==> config.mk <==
export PLATFORM = sky130hd
export DESIGN_NAME = q_update_sequencer
export DESIGN_NICKNAME = d
export VERILOG_FILES = /design/src/rtl/q_learning_pkg.sv /design/src/rtl/action_onehot.sv /design/src/rtl/q_update_sequencer.sv
export SDC_FILE = /design/constraint.sdc
export NUM_CORES = 1
export LEC_CHECK = 0
export CAP_MARGIN = 15
export CORE_UTILIZATION = 30
export DETAILED_ROUTE_END_ITERATION = 10
export PLACE_DENSITY = 0.66
export SLEW_MARGIN = 40
export SYNTH_ARGS = -nofsm -noshare
export SYNTH_HDL_FRONTEND = slang
export SYNTH_SLANG_ARGS = --single-unit
==> constraint.sdc <==
create_clock -name clock -period 3.59 [get_ports clock]
set_clock_uncertainty 0.05 [all_clocks]
set_input_delay 1.077 -clock clock [delete_from_list [all_inputs] [get_ports clock]]
set_output_delay 1.077 -clock clock [all_outputs]
set_load 0.005 [all_outputs]
==> src/rtl/q_learning_pkg.sv <==
// Shared definitions for the Q-learning update path.
// Latency: n/a (types and constants only).
// Backpressure: n/a.
package q_learning_pkg;
   localparam int Q_ADDR_W    = 18;
   localparam int Q_N_ACTIONS = 9;
   localparam int ACTION_W    = 4;
   localparam int ACTION_MIN  = 1;
   localparam int ACTION_MAX  = 9;

   typedef enum logic [2:0] {
      S_IDLE   = 3'd0,
      S_RD_Q   = 3'd1,
      S_RD_MAX = 3'd2,
      S_CALC   = 3'd3,
      S_WRITE  = 3'd4,
      S_FIN    = 3'd5
   } fsm_state_t;
endpackage

==> src/rtl/action_onehot.sv <==
// Decodes a 4-bit action code into a one-hot RAM select plus a valid flag.
// Latency: combinational.
// Backpressure: none; pure decode.
module action_onehot
   import q_learning_pkg::*;
#(
   parameter int N_OUT = Q_N_ACTIONS
) (
   input  logic [ACTION_W-1:0] action,
   output logic [N_OUT-1:0]    onehot,
   output logic                valid
);

   // bit k-1 selects action k; out-of-range codes decode to all-zero
   always_comb begin
      onehot = '0;
      valid  = (int'(action) >= ACTION_MIN) && (int'(action) <= ACTION_MAX)
               && (int'(action) <= N_OUT);
      for (int k = 0; k < N_OUT; k++) begin
         onehot[k] = valid && (int'(action) == k + 1);
      end
   end

endmodule

==> src/rtl/q_update_sequencer.sv <==
// Sequences one Q-table update: read Q(s,a), read max-Q(s'), compute, write back.
// Latency: write 4 cycles after the accepting edge, done pulse 1 cycle later.
// Backpressure: start ignored while busy (no queue); FIN accepts the next start.
module q_update_sequencer
   import q_learning_pkg::*;
#(
   parameter int ADDR_W    = Q_ADDR_W,
   parameter int N_ACTIONS = Q_N_ACTIONS,
   parameter int CNT_W     = 16
) (
   input  logic                 clock,
   input  logic                 reset,
   input  logic                 start,
   input  logic [ACTION_W-1:0]  action,
   input  logic [ADDR_W-1:0]    state,
   input  logic [ADDR_W-1:0]    next_state,
   output logic [ADDR_W-1:0]    ram_read_address,
   output logic [ADDR_W-1:0]    ram_write_address,
   output logic [N_ACTIONS-1:0] ram_write_enable,
   output logic [ACTION_W-1:0]  sel_action,
   output logic                 q_capture,
   output logic                 max_capture,
   output logic                 busy,
   output logic                 done,
   output logic                 error,
   output logic [CNT_W-1:0]     update_count
);

   fsm_state_t           fsm_cur;
   fsm_state_t           fsm_nxt;
   logic [N_ACTIONS-1:0] dec_onehot;
   logic                 dec_valid;
   logic [N_ACTIONS-1:0] wen_latched;
   logic [ADDR_W-1:0]    next_latched;
   logic                 accept;
   logic                 reject;

   // decode the live action so the valid check and one-hot are ready at acceptance
   action_onehot #(.N_OUT(N_ACTIONS)) u_decode (
      .action (action),
      .onehot (dec_onehot),
      .valid  (dec_valid)
   );

   // state register
   always_ff @(posedge clock) begin
      if (reset) fsm_cur <= S_IDLE;
      else       fsm_cur <= fsm_nxt;
   end

   // next-state and accept/reject; FIN doubles as the idle slot so updates run every 5 cycles
   always_comb begin
      fsm_nxt = fsm_cur;
      accept  = 1'b0;
      reject  = 1'b0;
      case (fsm_cur)
         S_IDLE, S_FIN: begin
            fsm_nxt = S_IDLE;
            if (start) begin
               if (dec_valid) begin
                  accept  = 1'b1;
                  fsm_nxt = S_RD_Q;
               end else begin
                  reject  = 1'b1;
               end
            end
         end
         S_RD_Q:   fsm_nxt = S_RD_MAX;
         S_RD_MAX: fsm_nxt = S_CALC;
         S_CALC:   fsm_nxt = S_WRITE;
         S_WRITE:  fsm_nxt = S_FIN;
         default:  fsm_nxt = S_IDLE;
      endcase
   end

   // registered outputs are computed from the next state so they line up with it
   always_ff @(posedge clock) begin
      if (reset) begin
         ram_read_address  <= '0;
         ram_write_address <= '0;
         next_latched      <= '0;
         wen_latched       <= '0;
         sel_action        <= '0;
         q_capture         <= 1'b0;
         max_capture       <= 1'b0;
         busy              <= 1'b0;
         done              <= 1'b0;
         error             <= 1'b0;
         update_count      <= '0;
      end else begin
         q_capture   <= (fsm_nxt == S_RD_MAX);
         max_capture <= (fsm_nxt == S_CALC);
         done        <= (fsm_nxt == S_FIN);
         busy        <= (fsm_nxt inside {S_RD_Q, S_RD_MAX, S_CALC, S_WRITE});
         error       <= reject;
         if (accept) begin
            ram_write_address <= state;
            ram_read_address  <= state;
            next_latched      <= next_state;
            wen_latched       <= dec_onehot;
            sel_action        <= action;
         end else if (fsm_cur == S_RD_Q) begin
            ram_read_address  <= next_latched;
         end
         if (fsm_cur == S_WRITE && update_count != '1) begin
            update_count <= update_count + CNT_W'(1);
         end
      end
   end

   // write strobe is the only unregistered output; reset kills it in the same cycle
   assign ram_write_enable = (fsm_cur == S_WRITE && !reset) ? wen_latched : '0;

endmodule
==> results.sh <==
export IMPL_die_width_um=114.2
export IMPL_start_kind="input pin"
export IMPL_clock_path_buffers=2
export IMPL_fraction_of_the_yosys_area_taken_by_sequential_cells_pct=48.23
export IMPL_peakVddDrop_v=0.0003462
export IMPL_final_nets=582
export IMPL_leakage_uw=0.001931
export IMPL_grt_max_degree=86
export IMPL_power_density_mw_per_mm2=474.3
export IMPL_yosysWarningCount=0
export IMPL_quantity_of_gates_resized_following_cts=0
export IMPL_p_total_uw=2523
export IMPL_vias_after_detailed_routing=3437
export IMPL_critPathRequiredTime_ns=2.46
export IMPL_post_drt_via_cell_ratio=4.834
export IMPL_grtUsageTotal_pct=14.94
export IMPL_synth_distinct_cells=44
export IMPL_wire_length_of_the_first_global_routing_pass_um=15330
export IMPL_clock_root_buffer="sky130_fd_sc_hd__clkbuf_16"
export IMPL_core_region_area_mm2=0.01216
export IMPL_run_status="complete, no violations"
export IMPL_cts_sinks=91
export IMPL_setup_violations=0
export IMPL_finalWeightedCongestion=0.7705
export IMPL_netlist_area_mm2=0.003777
export IMPL_avgRoutedWirePerCell_um=13.44
export IMPL_setup_worst_path_end_class="output port"
export IMPL_port_buffer_count=112
export IMPL_crit_fanout=13
export IMPL_area_growth_syn_to_layout_pct=40.84
export IMPL_tritoncts="built"
export IMPL_numCtsBuffers=9
export IMPL_max_slew_worst_pin_slew_ns=0.6572
export IMPL_insertion_delay_ns=0.34
export IMPL_setup_tns_final_ns=0
export IMPL_flip_flop_and_latch_count_after_synthesis=91
export IMPL_firstDrtPassIters=4
export IMPL_overflow=0
export IMPL_criticalPathCategory="in -> out"
export IMPL_chipHeight_um=114.2
export IMPL_synthesis_instances=440
export IMPL_worstHoldPathType="reg -> reg"
export IMPL_drive_gt1_share_pct=9.576
export IMPL_maxSlewHeadroom_pct=56.19
export IMPL_postSynth_topFlopCell="sky130_fd_sc_hd__dfxtp_1"
export IMPL_final_hold_viol_count=0
export IMPL_grt_antenna_before_repair=0
export IMPL_holdWs_ns=0.4016
export IMPL_postSynthNetCount=484
export IMPL_achievable_frequency_ghz=0.3035
export IMPL_postSynthAreaPerCell_um2=8.585
export IMPL_drc_errors=0
export IMPL_final_max_slew_viol_count=0
export IMPL_layout_worst_path_cycle_share_pct=91.78
export IMPL_placed_cells=695
export IMPL_cts_htree_levels=3
export IMPL_post_cts_setup_buffer_count=0
export IMPL_die_area_mm2=0.01304
export IMPL_async_reset_ff_share_pct=0
export IMPL_cp_arrival_ns=2.17
export IMPL_pin_count=113
export IMPL_antenna_cells_inserted=0
export IMPL_finalWirelength_um=9557
export IMPL_maxCapViolations=0
export IMPL_synth_enable_flop_cells=0
export IMPL_clkSlewWorstSetupHoldPaths_ns=0.06
export IMPL_cts_hold_buffers_added=0
export IMPL_floorplan_initialDensity_pct=31.06
export IMPL_layoutNonFillerInstCount=711
export IMPL_dp_hpwl_um=6431
export IMPL_min_clock_period_post_route_ns=3.295
export IMPL_core_rowCount=40
export IMPL_first_global_vias=3261
export IMPL_drt_iter0_drc=174
export IMPL_route_antenna_remaining_nets=0
export IMPL_rsz0062_at_grt="no"
[flip-flops by register name (all words and copies together) (netlist names)]
signal	count
max_capture	1
wen_latched	9
ram_read_address	18
busy	1
sel_action	4
done	1
ram_write_address	18
error	1
q_capture	1
fsm_cur	3
update_count	16
next_latched	18
[layer usage]
| metal | share of wire, % | vias to the layer above | global-route usage [%] |
|---|---|---|---|
| met5 | 0 | - | 0 |
| met1 | 45 | 1595 | 17.77 |
| met2 | 49 | 89 | 25.62 |
| met3 | 6.1 | 7 | 5.188 |
| met4 | 0.51 | 0 | 3.810 |
| li1 | - | 1746 | - |
[through the flow]
step / setup slack (ns) / util, % / instance area [µm²]
final: 0.2951 / 43.74 / 5320
after floorplan: 0.8895 / - / 3777
after global placement: 0.3202 / 41.16 / 5006
after detailed placement: 0.2898 / 41.16 / 5006
after CTS: 0.2961 / 43.71 / 5316
after global routing: 0.2202 / 43.74 / 5320
[critical path, stage by stage]
cell	delay (ns)
sky130_fd_sc_hd__buf_2	0.11
sky130_fd_sc_hd__inv_1	0.25
sky130_fd_sc_hd__and3_1	0.22
sky130_fd_sc_hd__clkdlybuf4s50_1	0.50
[cell families after synthesis]
| family | synth area share [%] |
|---|---|
| fa+ha+maj | 0.3312 |
| mux | 5.366 |
| compound gates | 15.93 |
| flops | 48.23 |
| xor+xnor | 0.4638 |
| simple gates | 24.38 |
| buf+inv | 5.300 |
[placed cells by master, fill, tap and decap left out, types with 6 or more instances in the layout]
cell type	netlist	layout
sky130_fd_sc_hd__clkdlybuf4s50_1	0	111
sky130_fd_sc_hd__and3_1	18	18
sky130_fd_sc_hd__a31o_1	7	7
sky130_fd_sc_hd__and4_1	7	7
sky130_fd_sc_hd__nor2_1	13	13
sky130_fd_sc_hd__or3_1	6	6
sky130_fd_sc_hd__mux2_2	18	18
sky130_fd_sc_hd__nand3_1	7	7
sky130_fd_sc_hd__dfxtp_1	91	91
sky130_fd_sc_hd__o21ai_0	8	8
sky130_fd_sc_hd__a21oi_1	71	71
sky130_fd_sc_hd__buf_4	1	9
sky130_fd_sc_hd__clkbuf_16	0	9
sky130_fd_sc_hd__nand2_1	106	106
[final cells by class]
cell class                      instances  area, µm²
Multi-Input combinational cell        310       1768
Clock buffer                           11      232.7
Tap cell                              168      210.2
Timing Repair Buffer                  122       1195
Inverter                                4      15.01
Fill cell                            1231       6842
Sequential cell                        91       1822
Clock inverter                          5      77.57
[power breakdown]
group / leakage [µW] / internal [µW] / total (µW) / switching, µW
clock: 0.000150 / 608 / 992 / 384
sequential: 0.000740 / 1080 / 1130 / 45.0
combinational: 0.00104 / 215 / 406 / 191
total: 0.00193 / 1900 / 2520 / 620
[cells in the mapped netlist (2+ instances only)]
| cell | count | area share [%] |
|---|---|---|
| sky130_fd_sc_hd__buf_2 | 16 | 2.1 |
| sky130_fd_sc_hd__o21ai_0 | 8 | 1.1 |
| sky130_fd_sc_hd__inv_1 | 4 | 0.40 |
| sky130_fd_sc_hd__a21oi_1 | 71 | 9.4 |
| sky130_fd_sc_hd__nor4b_1 | 2 | 0.46 |
| sky130_fd_sc_hd__nand3_1 | 7 | 0.93 |
| sky130_fd_sc_hd__o31ai_1 | 4 | 0.79 |
| sky130_fd_sc_hd__mux2_2 | 18 | 5.4 |
| sky130_fd_sc_hd__o41ai_1 | 4 | 0.93 |
| sky130_fd_sc_hd__nor2b_1 | 2 | 0.33 |
| sky130_fd_sc_hd__nor2_1 | 13 | 1.3 |
| sky130_fd_sc_hd__buf_6 | 4 | 1.2 |
| sky130_fd_sc_hd__dfxtp_1 | 91 | 48 |
| sky130_fd_sc_hd__nor3_1 | 4 | 0.53 |
| sky130_fd_sc_hd__nand4_1 | 4 | 0.66 |
| sky130_fd_sc_hd__or3_1 | 6 | 0.99 |
| sky130_fd_sc_hd__and4_1 | 7 | 1.6 |
| sky130_fd_sc_hd__nor3b_1 | 2 | 0.40 |
| sky130_fd_sc_hd__and3_1 | 18 | 3.0 |
| sky130_fd_sc_hd__or4_1 | 5 | 0.99 |
| sky130_fd_sc_hd__clkbuf_1 | 14 | 1.4 |
| sky130_fd_sc_hd__a31o_1 | 7 | 1.6 |
| sky130_fd_sc_hd__o311ai_0 | 3 | 0.70 |
| sky130_fd_sc_hd__nand2_1 | 106 | 11 |
[path summary, 6_finish.rpt]
path	depth (start not counted)	slack [ns]	start	end
max	4	0.30	reset	ram_write_enable[4]
min reg2reg	2	0.40	wen_latched[7]	wen_latched[7]
max reg2reg	4	1.41	fsm_cur[2]	wen_latched[5]
min	2	0.40	wen_latched[7]	wen_latched[7]
Power figures use the tool's default switching activity.
